File: src/rtl/seg_scan_pkg.sv
// Shared constants and scan-state encoding for the seven-segment scan controller.
package seg_scan_pkg;

  localparam int unsigned DIGIT_W = 4;
  localparam logic [DIGIT_W-1:0] BLANK_CODE = 4'hF;

  typedef enum logic [1:0] {
    StIdle,
    StScan,
    StGuard
  } scan_state_e;

endpackage

File: src/rtl/seg_scan_ctrl_if.sv
// Load handshake between the value producer (master) and the scan controller (slave).
interface seg_scan_ctrl_if
  import seg_scan_pkg::*;
#(
  parameter int unsigned NUM_DIGITS = 4
);

  logic [DIGIT_W*NUM_DIGITS-1:0] value_in;
  logic                          load_req;
  logic                          load_ack;

  modport master (
    output value_in,
    output load_req,
    input  load_ack
  );

  modport slave (
    input  value_in,
    input  load_req,
    output load_ack
  );

endinterface

File: src/rtl/seg_tick_div.sv
// Loadable down-counter; tc is high while the count sits at zero.
module seg_tick_div #(
  parameter int unsigned CNT_W = 16
) (
  input  logic             clk,
  input  logic             rst_n,
  input  logic             clr,
  input  logic             load,
  input  logic [CNT_W-1:0] load_val,
  output logic             tc
);

  logic [CNT_W-1:0] count_q;

  always_ff @(posedge clk or negedge rst_n) begin
    if (!rst_n) begin
      count_q <= '0;
    end else if (clr) begin
      count_q <= '0;
    end else if (load) begin
      count_q <= load_val;
    end else if (count_q != '0) begin
      count_q <= count_q - 1'b1;
    end
  end

  assign tc = (count_q == '0);

endmodule

File: src/rtl/seg_scan_ctrl.sv
// Multi-digit seven-segment scan controller with tear-free shadow loading at frame wrap.
// Optional LEADING_ZERO_BLANK_EN blanks digits above the most significant non-zero digit.
module seg_scan_ctrl
  import seg_scan_pkg::*;
#(
  parameter int unsigned NUM_DIGITS = 4,
  parameter int unsigned TICK_DIV   = 50000,
  parameter int unsigned GUARD_CYC  = 2
) (
  input  logic                  clk,
  input  logic                  rst_n,
  input  logic                  enable,
  seg_scan_ctrl_if.slave        ld,
  output logic [DIGIT_W-1:0]    digit_code,
  output logic [NUM_DIGITS-1:0] an_n,
  output logic                  frame_start
);

  localparam int unsigned IDX_W   = (NUM_DIGITS > 1) ? $clog2(NUM_DIGITS) : 1;
  localparam int unsigned MAX_CNT = (TICK_DIV > GUARD_CYC) ? TICK_DIV : GUARD_CYC;
  localparam int unsigned CNT_W   = $clog2(MAX_CNT + 1);
  localparam logic [CNT_W-1:0] TICK_LD  = CNT_W'(TICK_DIV - 1);
  localparam logic [CNT_W-1:0] GUARD_LD = (GUARD_CYC > 0) ? CNT_W'(GUARD_CYC - 1) : '0;
  localparam logic [IDX_W-1:0] LAST_IDX = IDX_W'(NUM_DIGITS - 1);

  scan_state_e                   state_q, state_d;
  logic [IDX_W-1:0]              idx_q, idx_d;
  logic [DIGIT_W*NUM_DIGITS-1:0] shadow_q, shadow_d;
  logic                          ack_d, fs_d, next_slot;
  logic                          cnt_clr, cnt_load, tc;
  logic [CNT_W-1:0]              cnt_val;
  logic [NUM_DIGITS-1:0]         blank, an_n_d;
  logic [DIGIT_W-1:0]            code_d;

  seg_tick_div #(
    .CNT_W(CNT_W)
  ) u_tick_div (
    .clk     (clk),
    .rst_n   (rst_n),
    .clr     (cnt_clr),
    .load    (cnt_load),
    .load_val(cnt_val),
    .tc      (tc)
  );

  always_comb begin
    state_d   = state_q;
    idx_d     = idx_q;
    shadow_d  = shadow_q;
    ack_d     = 1'b0;
    fs_d      = 1'b0;
    next_slot = 1'b0;
    cnt_clr   = 1'b0;
    cnt_load  = 1'b0;
    cnt_val   = TICK_LD;
    unique case (state_q)
      StIdle: begin
        if (ld.load_req) begin
          shadow_d = ld.value_in;
          ack_d    = 1'b1;
        end
        if (enable) begin
          state_d  = StScan;
          idx_d    = '0;
          fs_d     = 1'b1;
          cnt_load = 1'b1;
        end else begin
          cnt_clr = 1'b1;
        end
      end
      StScan: begin
        if (!enable) begin
          state_d = StIdle;
          idx_d   = '0;
          cnt_clr = 1'b1;
        end else if (tc) begin
          if (GUARD_CYC > 0) begin
            state_d  = StGuard;
            cnt_load = 1'b1;
            cnt_val  = GUARD_LD;
          end else begin
            next_slot = 1'b1;
          end
        end
      end
      StGuard: begin
        if (!enable) begin
          state_d = StIdle;
          idx_d   = '0;
          cnt_clr = 1'b1;
        end else if (tc) begin
          next_slot = 1'b1;
        end
      end
      default: begin
        state_d = StIdle;
        idx_d   = '0;
        cnt_clr = 1'b1;
      end
    endcase

    if (next_slot) begin
      state_d  = StScan;
      cnt_load = 1'b1;
      cnt_val  = TICK_LD;
      if (idx_q == LAST_IDX) begin
        // Frame boundary: the only point outside idle where the shadow may change.
        idx_d = '0;
        fs_d  = 1'b1;
        if (ld.load_req) begin
          shadow_d = ld.value_in;
          ack_d    = 1'b1;
        end
      end else begin
        idx_d = idx_q + 1'b1;
      end
    end
  end

  always_comb begin
    logic seen;
    blank = '0;
    seen  = 1'b0;
`ifdef LEADING_ZERO_BLANK_EN
    for (int i = NUM_DIGITS - 1; i > 0; i--) begin
      if (shadow_d[DIGIT_W*i +: DIGIT_W] != '0) seen = 1'b1;
      blank[i] = !seen;
    end
`endif
    an_n_d = '1;
    code_d = BLANK_CODE;
    if (state_d == StScan) begin
      an_n_d = ~(NUM_DIGITS'(1) << idx_d);
      code_d = blank[idx_d] ? BLANK_CODE : shadow_d[DIGIT_W*idx_d +: DIGIT_W];
    end
  end

  always_ff @(posedge clk or negedge rst_n) begin
    if (!rst_n) begin
      state_q     <= StIdle;
      idx_q       <= '0;
      shadow_q    <= '0;
      ld.load_ack <= 1'b0;
      frame_start <= 1'b0;
      an_n        <= '1;
      digit_code  <= BLANK_CODE;
    end else begin
      state_q     <= state_d;
      idx_q       <= idx_d;
      shadow_q    <= shadow_d;
      ld.load_ack <= ack_d;
      frame_start <= fs_d;
      an_n        <= an_n_d;
      digit_code  <= code_d;
    end
  end

endmodule

File: src/flat_wrapper.sv
// flat-port wrapper written by rule: the top's interface ports become plain ports
module seg_scan_ctrl_flat import seg_scan_pkg::*;
#(
  parameter int unsigned NUM_DIGITS = 4,
  parameter int unsigned TICK_DIV   = 50000,
  parameter int unsigned GUARD_CYC  = 2
)
  (clk, rst_n, enable, digit_code, an_n, frame_start, ld_value_in, ld_load_req, ld_load_ack);
  seg_scan_ctrl_if #(.NUM_DIGITS(NUM_DIGITS)) ld_i ();
  input  logic clk;
  input  logic rst_n;
  input  logic enable;
  output logic [DIGIT_W-1:0] digit_code;
  output logic [NUM_DIGITS-1:0] an_n;
  output logic frame_start;
  input wire logic [$bits(ld_i.value_in)-1:0] ld_value_in;
  input wire logic [$bits(ld_i.load_req)-1:0] ld_load_req;
  output wire logic [$bits(ld_i.load_ack)-1:0] ld_load_ack;
  assign ld_i.value_in = ld_value_in;
  assign ld_i.load_req = ld_load_req;
  assign ld_load_ack = ld_i.load_ack;
  seg_scan_ctrl #(.NUM_DIGITS(NUM_DIGITS), .TICK_DIV(TICK_DIV), .GUARD_CYC(GUARD_CYC)) u_core (.clk(clk), .rst_n(rst_n), .enable(enable), .ld(ld_i), .digit_code(digit_code), .an_n(an_n), .frame_start(frame_start));
endmodule
File: config.mk
export PLATFORM = sky130hd
export DESIGN_NAME = seg_scan_ctrl_flat
export DESIGN_NICKNAME = d
export VERILOG_FILES = /design/src/rtl/seg_scan_pkg.sv /design/src/rtl/seg_scan_ctrl_if.sv /design/src/rtl/seg_tick_div.sv /design/src/rtl/seg_scan_ctrl.sv /design/src/flat_wrapper.sv
export SDC_FILE = /design/constraint.sdc
export NUM_CORES = 1
export LEC_CHECK = 0
export BUFFER_PORTS_ARGS = -buffer_cell sky130_fd_sc_hd__buf_2
export CAP_MARGIN = 10
export CORE_MARGIN = 5
export CORE_UTILIZATION = 57
export DETAILED_ROUTE_END_ITERATION = 10
export PLACE_DENSITY = 0.78
export SETUP_SLACK_MARGIN = 0.15
export SLEW_MARGIN = 25
export SYNTH_ARGS = -nofsm -noshare
export SYNTH_HDL_FRONTEND = slang
export SYNTH_SLANG_ARGS = --single-unit
File: constraint.sdc
create_clock -name clk -period 3.6 [get_ports clk]
set_clock_uncertainty 0.2 [all_clocks]
set_input_delay 0.18 -clock clk [delete_from_list [all_inputs] [get_ports clk]]
set_output_delay 0.18 -clock clk [all_outputs]
set_load 0.03 [all_outputs]
=== After elaboration in Yosys (flattened, before gate mapping) ===
Index checks and enable logic that the tools add are counted.

* $add $sub $neg: 2
* Order comparisons: 1
* Equality and inequality tests: 4
* Shifts and indexed selects: 2
* Mux-type cells: 44
* Bitwise gates (word level): 1
* Reduce and logical (&&, ||, !) cells: 6

{| class="wikitable"
|+ Operators by type and width
! cell !! number
|-
| 16-bit two-way mux || 12
|-
| 2-bit two-way mux || 9
|-
| 16-bit logical NOT || 1
|-
| 1-bit two-way mux || 16
|-
| 16-bit nonzero test || 1
|-
| 16-bit by 5-bit indexed part select with 4-bit output || 1
|-
| 16-bit by 1-bit subtractor with 16-bit output (second input constant) || 1
|-
| 4-bit two-way mux || 3
|-
| 2-bit one-hot mux with 3 select lines || 1
|-
| 2-bit by 1-bit == test with 1-bit output (second input constant) || 2
|-
| 2-bit == test (second input constant) || 2
|-
| 4-bit NOT || 1
|-
| 2-bit one-hot mux with 2 select lines || 1
|-
| 1-bit by 2-bit left shift with 4-bit output (first input constant) || 1
|-
| 2-bit by 3-bit less-than comparator with 1-bit output (second input constant) || 1
|-
| 3-bit nonzero test || 1
|-
| 3-bit OR reduction || 1
|-
| 2-bit by 1-bit adder with 2-bit output (second input constant) || 1
|-
| 1-bit binary-select mux with 2-bit select || 1
|-
| 2-bit logical NOT || 1
|-
| 1-bit one-hot mux with 2 select lines || 1
|-
| 2-bit OR reduction || 1
|}

* Register bits after elaboration: 46
* Input bits: 20
* Logic and storage cells: 68

=== Longest topological paths before layout ===
Gate-level depths: netlist of run 1.

* Depth in word-level cells: 9
* Mapped depth: 10
* Depth with buffers taken out: 8

=== Modules after synthesis ===
From an unflattened synthesis of run 1, not the netlist that was laid out.

* Cell total of the unflattened synthesis: 261
* Area, all modules: 2588.7 um^2

{| class="wikitable"
|+ By module, submodules not included
! module !! instances !! cells an instance !! area an instance (um^2) !! sequential area each (um^2)
|-
| seg_scan_ctrl || 1 || 153 || 1604.0 || 760.7
|-
| seg_tick_div || 1 || 108 || 984.7 || 400.4
|}

=== Least setup slack after synthesis of run 1 ===
Ideal clock, no wire load.

* Kind: register to register
* Start: register u_core.u_tick_div.count_q[0]
* End: register u_core.digit_code[2]
* Library setup time: 0.082 ns
* Arrival time: 2.965 ns
* Required time: 3.318 ns
* Setup slack: 0.354 ns
* Stages on the path, launching flop included: 11
* Path buffers: 2
* Clock period less this slack: 3.246 ns
* Cells stage by stage: dfrtp_1 inv_1 ha_1 or4bb_1 nor4_4 a22o_1 buf_2 buf_4 mux2_2 mux2_2 a211o_1

* Elaborated cells between the ends (all ways): 16
* Classes of those cells: 1 x eq/ne; 1 x shift; 13 x mux; 1 x reduce/logical

{| class="wikitable"
|+ RTL lines
! what !! line !! text
|-
| start, declared || seg_tick_div.sv:13 || <nowiki>logic [CNT_W-1:0] count_q;</nowiki>
|-
| start signal, assigned || seg_tick_div.sv:21 || <nowiki>count_q <= load_val;</nowiki>
|-
| start signal, assigned || seg_tick_div.sv:23 || <nowiki>count_q <= count_q - 1'b1;</nowiki>
|-
| 16-bit logical NOT || seg_tick_div.sv:27 || <nowiki>assign tc = (count_q == '0);</nowiki>
|-
| 1-bit two-way mux || seg_scan_ctrl.sv:91 || <nowiki>end else if (tc) begin</nowiki>
|-
| 1-bit two-way mux (2 in series) || -- ||
|-
| 16-bit two-way mux || seg_scan_ctrl.sv:102 || <nowiki>if (next_slot) begin</nowiki>
|-
| net u_core.shadow_d[14] || seg_scan_ctrl.sv:28 || <nowiki>logic [DIGIT_W*NUM_DIGITS-1:0] shadow_q, shadow_d;</nowiki>
|-
| 16-bit by 5-bit indexed part select with 4-bit output || seg_scan_ctrl.sv:134 || <nowiki>code_d = blank[idx_d] ? BLANK_CODE : shadow_d[DIGIT_W*idx_d +: DIGIT_W];</nowiki>
|-
| 4-bit two-way mux || seg_scan_ctrl.sv:134 ||
|-
| 4-bit two-way mux || seg_scan_ctrl.sv:132 || <nowiki>if (state_d == StScan) begin</nowiki>
|-
| net u_core.code_d[2] || seg_scan_ctrl.sv:33 || <nowiki>logic [DIGIT_W-1:0] code_d;</nowiki>
|-
| end signal, assigned || seg_scan_ctrl.sv:154 || <nowiki>digit_code <= code_d;</nowiki>
|-
| end, declared || seg_scan_ctrl.sv:14 || <nowiki>output logic [DIGIT_W-1:0] digit_code,</nowiki>
|}

The timed path passes the listed nets, and every way through them passes these cells. The select of a mux whose other input is x is not followed.
A chain may end at the register's enable or synchronous reset.

=== Worst setup path after layout of run 1 ===
* Start: register u_core.u_tick_div.count_q[0]
* End: register u_core.digit_code[0]

Same word-level chain as after synthesis.

==> results.json, run 1 <==
{
  "ctsHtreeMaxLevel": 2,
  "peakVddDrop_v": 0.000489,
  "tightest_slew_ns": 0.678,
  "synthCells": 200,
  "start_kind": "register",
  "synth_area_mm2": 0.00228,
  "hold_class": "input port to register",
  "wl_per_cell_um": 15.5,
  "max_cap_viol_count": 0,
  "vias_per_cell": 5.59,
  "synth-xor-area-share_pct": 4.99,
  "vias": 1687,
  "hp-start": "enable",
  "path_class": "register to register",
  "synth_warnings": 0,
  "routed_wl_um": 4690,
  "synthMuxAreaShare_pct": 10.2,
  "synth_compound_area_share_pct": 11.6,
  "r2r-start": "u_core.u_tick_div.count_q[0]",
  "clockRootBuffer": "clkbuf_8",
  "crit_family": "simple AND/OR/NAND/NOR gates",
  "cpPeakStageDelay_ns": 0.54,
  "cp.arrival_ns": 3.24,
  "core_area_mm2": 0.00394,
  "whs_path_depth": 2,
  "worstPathRequired_ns": 3.63,
  "worst-path-buf-inv": 1,
  "fill_cells": 286,
  "place_congestion": 0.818,
  "design.die.area_mm2": 0.00536,
  "clockBufferDepth": 2,
  "hpwl_um": 3210,
  "leakage_nw": 1.26,
  "layout_common_cells": "dfrtp_1, buf_2, nor2_1, dlygate4sd3_1, inv_1",
  "grt_max_degree": 47,
  "rr_worst_depth": 8,
  "fmax_ghz": 0.311,
  "start_util_pct": 57.8,
  "period_share_pct": 89.2,
  "instances_no_fill": 302,
  "layout_commonest_cell": "dfrtp_1",
  "clock_sinks": 46,
  "rsz0062_at_grt": "no",
  "grt_pass1_wl_um": 8100,
  "grt_pass1_vias": 1708,
  "hold_violations": 0,
  "drc": 0,
  "cts_tree": "done",
  "die_h_um": 73.2,
  "synth_edf_count": 0,
  "n_antenna_cell": 0,
  "place_inst": 277,
  "synth_top_family_by_area": "simple AND/OR/NAND/NOR gates",
  "setup_tns_ns": 0,
  "startpoint": "u_core.u_tick_div.count_q[0]",
  "synth_simple_gate_area_share_pct": 15.3,
  "synth_nets": 226,
  "cp_slowest_cell": "or4bb_1",
  "cts_buffers": 5,
  "drive_gt1_share_pct": 27.4,
  "port-buffer-count": 29,
  "antenna_found_initial": 0,
  "grt_remaining_overflow": 0,
  "synth_cell_types": 47,
  "synth_fa_ha_area_share_pct": 3.29,
  "drv_slew": 0,
  "cp_cell_sequence": "inv_1 > ha_1 > or4bb_1 > nor4_4 > a22o_2 > mux2_2 > mux2_4 > a2111o_1",
  "clk_pin_slew_ns": 0.09,
  "status": "finished clean",
  "relSlewSlack_pct": 54.5,
  "ant_nets": 0,
  "crit_path_max_fanout": 10,
  "crit_cells": 8,
  "final_nets": 277,
  "syn_to_final_growth_pct": 21.4,
  "clock_latency_ns": 0.30,
  "drtIter0Drc": 83,
  "setup_viol": 0,
  "ys_seq_elements": 46,
  "fp.dieW_um": 73.2,
  "rows": 23,
  "fin_crit_ns": 3.21,
  "async_reset_ff_share_pct": 100,
  "post_cts_buffers": 0,
  "io_pins": 30,
  "drtPass1Iterations": 4,
  "avgSynthCellArea_um2": 11.4,
  "cp-end-kind": "register",
  "power_density_mw_per_mm2": 773,
  "grt_usage_pct": 19.7,
  "yosysSeqAreaShare_pct": 50.9,
  "synth_flop_cell": "dfrtp_1"
}
-- path summary, 6_finish.rpt --
check	end	slack, ns
max in group asynchronous	u_core.digit_code[1]	2.60
worst min register to register	u_core.shadow_q[9]	0.29
min in group asynchronous	u_core.u_tick_div.count_q[3]	0.21
worst max register to register	u_core.digit_code[0]	0.39
worst max-delay path	u_core.digit_code[0]	0.39
worst min-delay path	u_core.frame_start	0.08
-- layout make-up --
type | instances | area [um2] | share of cell area (%)
Timing Repair Buffer | 50 | 348 | 12.6
Clock inverter | 2 | 37.5 | 1.36
Clock buffer | 6 | 72.6 | 2.62
Multi-Input combinational cell | 135 | 1040 | 37.4
Inverter | 13 | 48.8 | 1.76
Sequential cell | 46 | 1160 | 42.0
Tap cell | 50 | 62.6 | 2.26
-- worst reg2reg max path, stage by stage, from the launching register on --
cell and delay, ns:
dfrtp_1 0.39, inv_1 0.09, ha_1 0.21, or4bb_1 0.54, nor4_4 0.31, a22o_2 0.34
mux2_2 0.39, mux2_4 0.26, a2111o_1 0.41
-- per-layer routing --
metal  wire (um)  part of all wire, %  vias to the layer above  track usage, %
met5           0                    0                        -               0
met4          42                 0.89                        0            5.33
met3         220                  4.7                        7            4.96
met2        2380                   51                       42            32.8
met1        2050                   44                      830            25.5
li1            -                    -                      808               -
-- per-stage QoR --
stage / worst slack [ns] / area, um2 / total power [mW] / util [%] / hold WS [ns]
2_1_floorplan: 0.354 / 2280 / 1.54 / - / -0.316
3_3_place_gp: 0.292 / 2480 / 1.72 / 63.0 / 0.195
3_5_place_dp: 0.243 / 2480 / 1.74 / 63.0 / 0.198
4_1_cts: 0.225 / 2760 / 2.15 / 70.1 / 0.0650
5_1_grt: 0.261 / 2770 / 2.29 / 70.2 / 0.0947
6_report: 0.389 / 2770 / 2.14 / 70.2 / 0.0815
-- cells by family (layout without fill, tap and decap cells) --
group	count (synthesis)	in the layout
muxes	21	21
adders and majority gates	6	6
xor gates and xnor gates	13	13
AOI/OAI and AO/OA	36	36
DFF	46	46
buffers and inverters	19	71
and+or+nand+nor	59	59
-- registers in the layout (all words and copies together) (netlist names) --
register,count
u_core.shadow_q,16
u_core.u_tick_div.count_q,16
u_core.an_n,4
u_core.digit_code,4
u_core.idx_q,2
u_core.state_q,2
u_core.frame_start,1
u_core.ld.load_ack,1
-- repair_timing --
| action | CTS | global route |
|---|---|---|
| resized for setup | 0 | 1 |
| hold buffers | 17 | 0 |
| hold endpoints to repair | 54 | 0 |
| setup endpoints to repair | 0 | 2 |
-- synthesized netlist by cell type, types with 2 or more instances --
cell type,n,area share (%)
a2111o_1,2,0.99
a211o_1,2,0.77
a21oi_1,11,2.4
a22o_1,2,0.77
a22oi_1,2,0.66
a31oi_1,3,0.82
buf_4,3,0.99
clkbuf_1,2,0.33
dfrtp_1,38,42
dfstp_2,8,9.2
ha_1,6,3.3
inv_1,13,2.1
mux2_2,10,4.9
mux2_4,2,1.3
mux2i_1,9,4.0
nand2_1,2,0.33
nand2b_1,5,1.4
nor2_1,21,3.5
nor2b_1,4,1.1
nor3_1,5,1.1
nor4_1,3,0.82
o22ai_1,2,0.55
o31ai_1,3,0.99
or3_1,2,0.55
or4_1,6,2.0
or4_4,2,0.99
xnor2_1,10,3.8
xor2_1,3,1.2
-- power breakdown --
| part | internal, mW | total (mW) | switching [mW] |
|---|---|---|---|
| sequential | 0.722 | 0.832 | 0.110 |
| combinational | 0.417 | 0.926 | 0.508 |
| clock | 0.207 | 0.381 | 0.174 |
(Power assumes the default switching activity.)
==> run 2, diff against run 1 <==
Settings changed: CORE_UTILIZATION 57 to 51, PLACE_DENSITY 0.78 to 0.74.
Clock period 3.6 ns to 2.7 ns, I/O delays scaled along.
==> results.json, run 2 (synthesized netlist as in run 1, its figures left out) <==
{
  "power.internal_mw": 2.19,
  "multi_input_area_mm2": 0.00125,
  "place_congestion": 0.796,
  "layout_commonest_cell": "dfrtp_1",
  "fin_crit_ns": 2.93,
  "cts_tree": "done",
  "rsz0062_at_grt": "yes",
  "final_nets": 316,
  "switching_share_pct": 38.8,
  "clkPwrFrac_pct": 12.0,
  "die_h_um": 76.9,
  "drive_gt1_share_pct": 47.1,
  "layout_common_cells": "dfrtp_1, buf_4, buf_2, nor2_1, dlygate4sd3_1",
  "setup_tns_ns": -0.615,
  "cp-end-kind": "register",
  "r2r-start": "u_core.u_tick_div.count_q[1]",
  "power_density_mw_per_mm2": 1080,
  "grt_remaining_overflow": 0,
  "io_pins": 30,
  "rows": 24,
  "rr_worst_depth": 9,
  "port-buffer-count": 29,
  "clock_sinks": 46,
  "r2r-end": "u_core.digit_code[0]",
  "vias_per_cell": 5.60,
  "worstPathRequired_ns": 2.73,
  "core_area_mm2": 0.00435,
  "grt_usage_pct": 20.6,
  "whs_path_depth": 3,
  "routed_wl_um": 6270,
  "top_regs": "u_core.shadow_q: 16 flops, u_core.u_tick_div.count_q: 16 flops",
  "ctsHtreeMaxLevel": 2,
  "drtPass1Iterations": 4,
  "period_share_pct": 109,
  "syn_to_final_growth_pct": 45.6,
  "clk_pin_slew_ns": 0.08,
  "drtIter0Drc": 114,
  "vias": 1928,
  "cp.arrival_ns": 2.96,
  "drc": 0,
  "seqCellArea_mm2": 0.00116,
  "seq_power_share_pct": 30.4,
  "fp.dieW_um": 76.9,
  "antenna_found_initial": 0,
  "fill_cells": 251,
  "switchingPower_mw": 1.39,
  "max_cap_viol_count": 0,
  "relSlewSlack_pct": 61.4,
  "setup_viol": 5,
  "comb_power_share_pct": 57.6,
  "status": "finished with violations",
  "clockBufferDepth": 2,
  "clock_latency_ns": 0.31,
  "leakage_nw": 1.54,
  "grt_pass1_wl_um": 9690,
  "wl_per_cell_um": 18.2,
  "worst_slack_ns": -0.232,
  "min_to": "u_core.frame_start",
  "grt_max_degree": 47,
  "hold_violations": 0,
  "dpl_worst_slack_ns": -0.270,
  "hp-start": "enable",
  "crit_path_max_fanout": 6,
  "start_util_pct": 52.4,
  "hpwl_um": 3680,
  "drv_slew": 0,
  "grt_pass1_vias": 1993,
  "ant_nets": 0,
  "tightest_slew_ns": 0.579,
  "r2r_slack_ns": -0.23,
  "fmax_ghz": 0.341,
  "start_kind": "register",
  "peakVddDrop_v": 0.000541,
  "cts_buffers": 5,
  "violations": "setup timing",
  "clockRootBuffer": "clkbuf_8",
  "design.die.area_mm2": 0.00591,
  "hold_class": "input port to register",
  "path_class": "register to register"
}
[run 2: cell count changes in the layout (fill, tap and decap cells not counted), sizes merged]
cell and change:
buf +39, clkinvlp -1, clkinv +2, diode +1, bufinv -1
[run 2: worst max-delay path, stage by stage, from the launching register on]
cell and delay, ns:
dfrtp_1 0.43, inv_2 0.10, ha_4 0.13, or4bb_4 0.47, nor4_4 0.20, buf_4 0.20
a21oi_2 0.11, a22o_4 0.31, mux2_4 0.31, a2111o_1 0.39
[run 2: worst max path at each step]
| stage | startpoint | to | slack, ns | depth (start not counted) |
|---|---|---|---|---|
| 3_5_place_dp | u_core.u_tick_div.count_q[1] | u_core.digit_code[3] | -0.27 | 9 |
| 4_1_cts | u_core.u_tick_div.count_q[1] | u_core.digit_code[0] | -0.20 | 9 |
| 5_1_grt | u_core.u_tick_div.count_q[1] | u_core.digit_code[0] | -0.28 | 9 |
| 3_3_place_gp | u_core.u_tick_div.count_q[1] | u_core.digit_code[3] | -0.20 | 9 |
| 6_report | u_core.u_tick_div.count_q[1] | u_core.digit_code[0] | -0.23 | 9 |
| 2_1_floorplan | u_core.u_tick_div.count_q[1] | u_core.digit_code[2] | -0.30 | 10 |
[run 2: power groups by stage]
stage / combinational [mW] / clock, mW / sequential (mW)
final: 2.06 / 0.428 / 1.09
after global routing: 2.20 / 0.471 / 1.11
after CTS: 1.89 / 0.425 / 1.07
after detailed placement: 1.61 / 0 / 1.08
after global placement: 1.56 / 0 / 1.08
after floorplan: 0.978 / 0 / 1.17
[run 2: metrics by stage]
step	cells	power, mW	hold WS (ns)	util [%]	instance area [um2]
6_report	344	3.58	0.136	76.2	3320
3_3_place_gp	309	2.64	0.158	64.2	2800
4_1_cts	341	3.39	0.103	74.2	3230
5_1_grt	343	3.78	0.144	76.2	3320
2_1_floorplan	200	2.14	-0.361	-	2350
3_5_place_dp	309	2.69	0.160	64.2	2800
[run 2: layout make-up]
| cell class | count | share of cell area, % |
|---|---|---|
| Multi-Input combinational cell | 135 | 37.7 |
| Sequential cell | 46 | 35.0 |
| Timing Repair Buffer | 89 | 21.2 |
| Clock buffer | 6 | 2.19 |
| Tap cell | 52 | 1.96 |
| Inverter | 13 | 1.47 |
| Clock inverter | 2 | 0.415 |
| Antenna cell | 1 | 0.0754 |
[run 2: layer usage]
metal | up-vias | global-route usage, % | part of all wire (%)
met2 | 54 | 33.2 | 49
met1 | 967 | 27.0 | 44
met5 | - | 0 | 0
met4 | 0 | 7.34 | 2.3
met3 | 15 | 4.80 | 4.9
li1 | 892 | - | -
[run 2: what timing repair did]
item,CTS,global route
hold endpoints to repair,54,0
pin swaps,10,5
hold buffers,17,0
buffers inserted,6,2
setup endpoints to repair,24,25
resized for setup,23,16
gates cloned,1,0
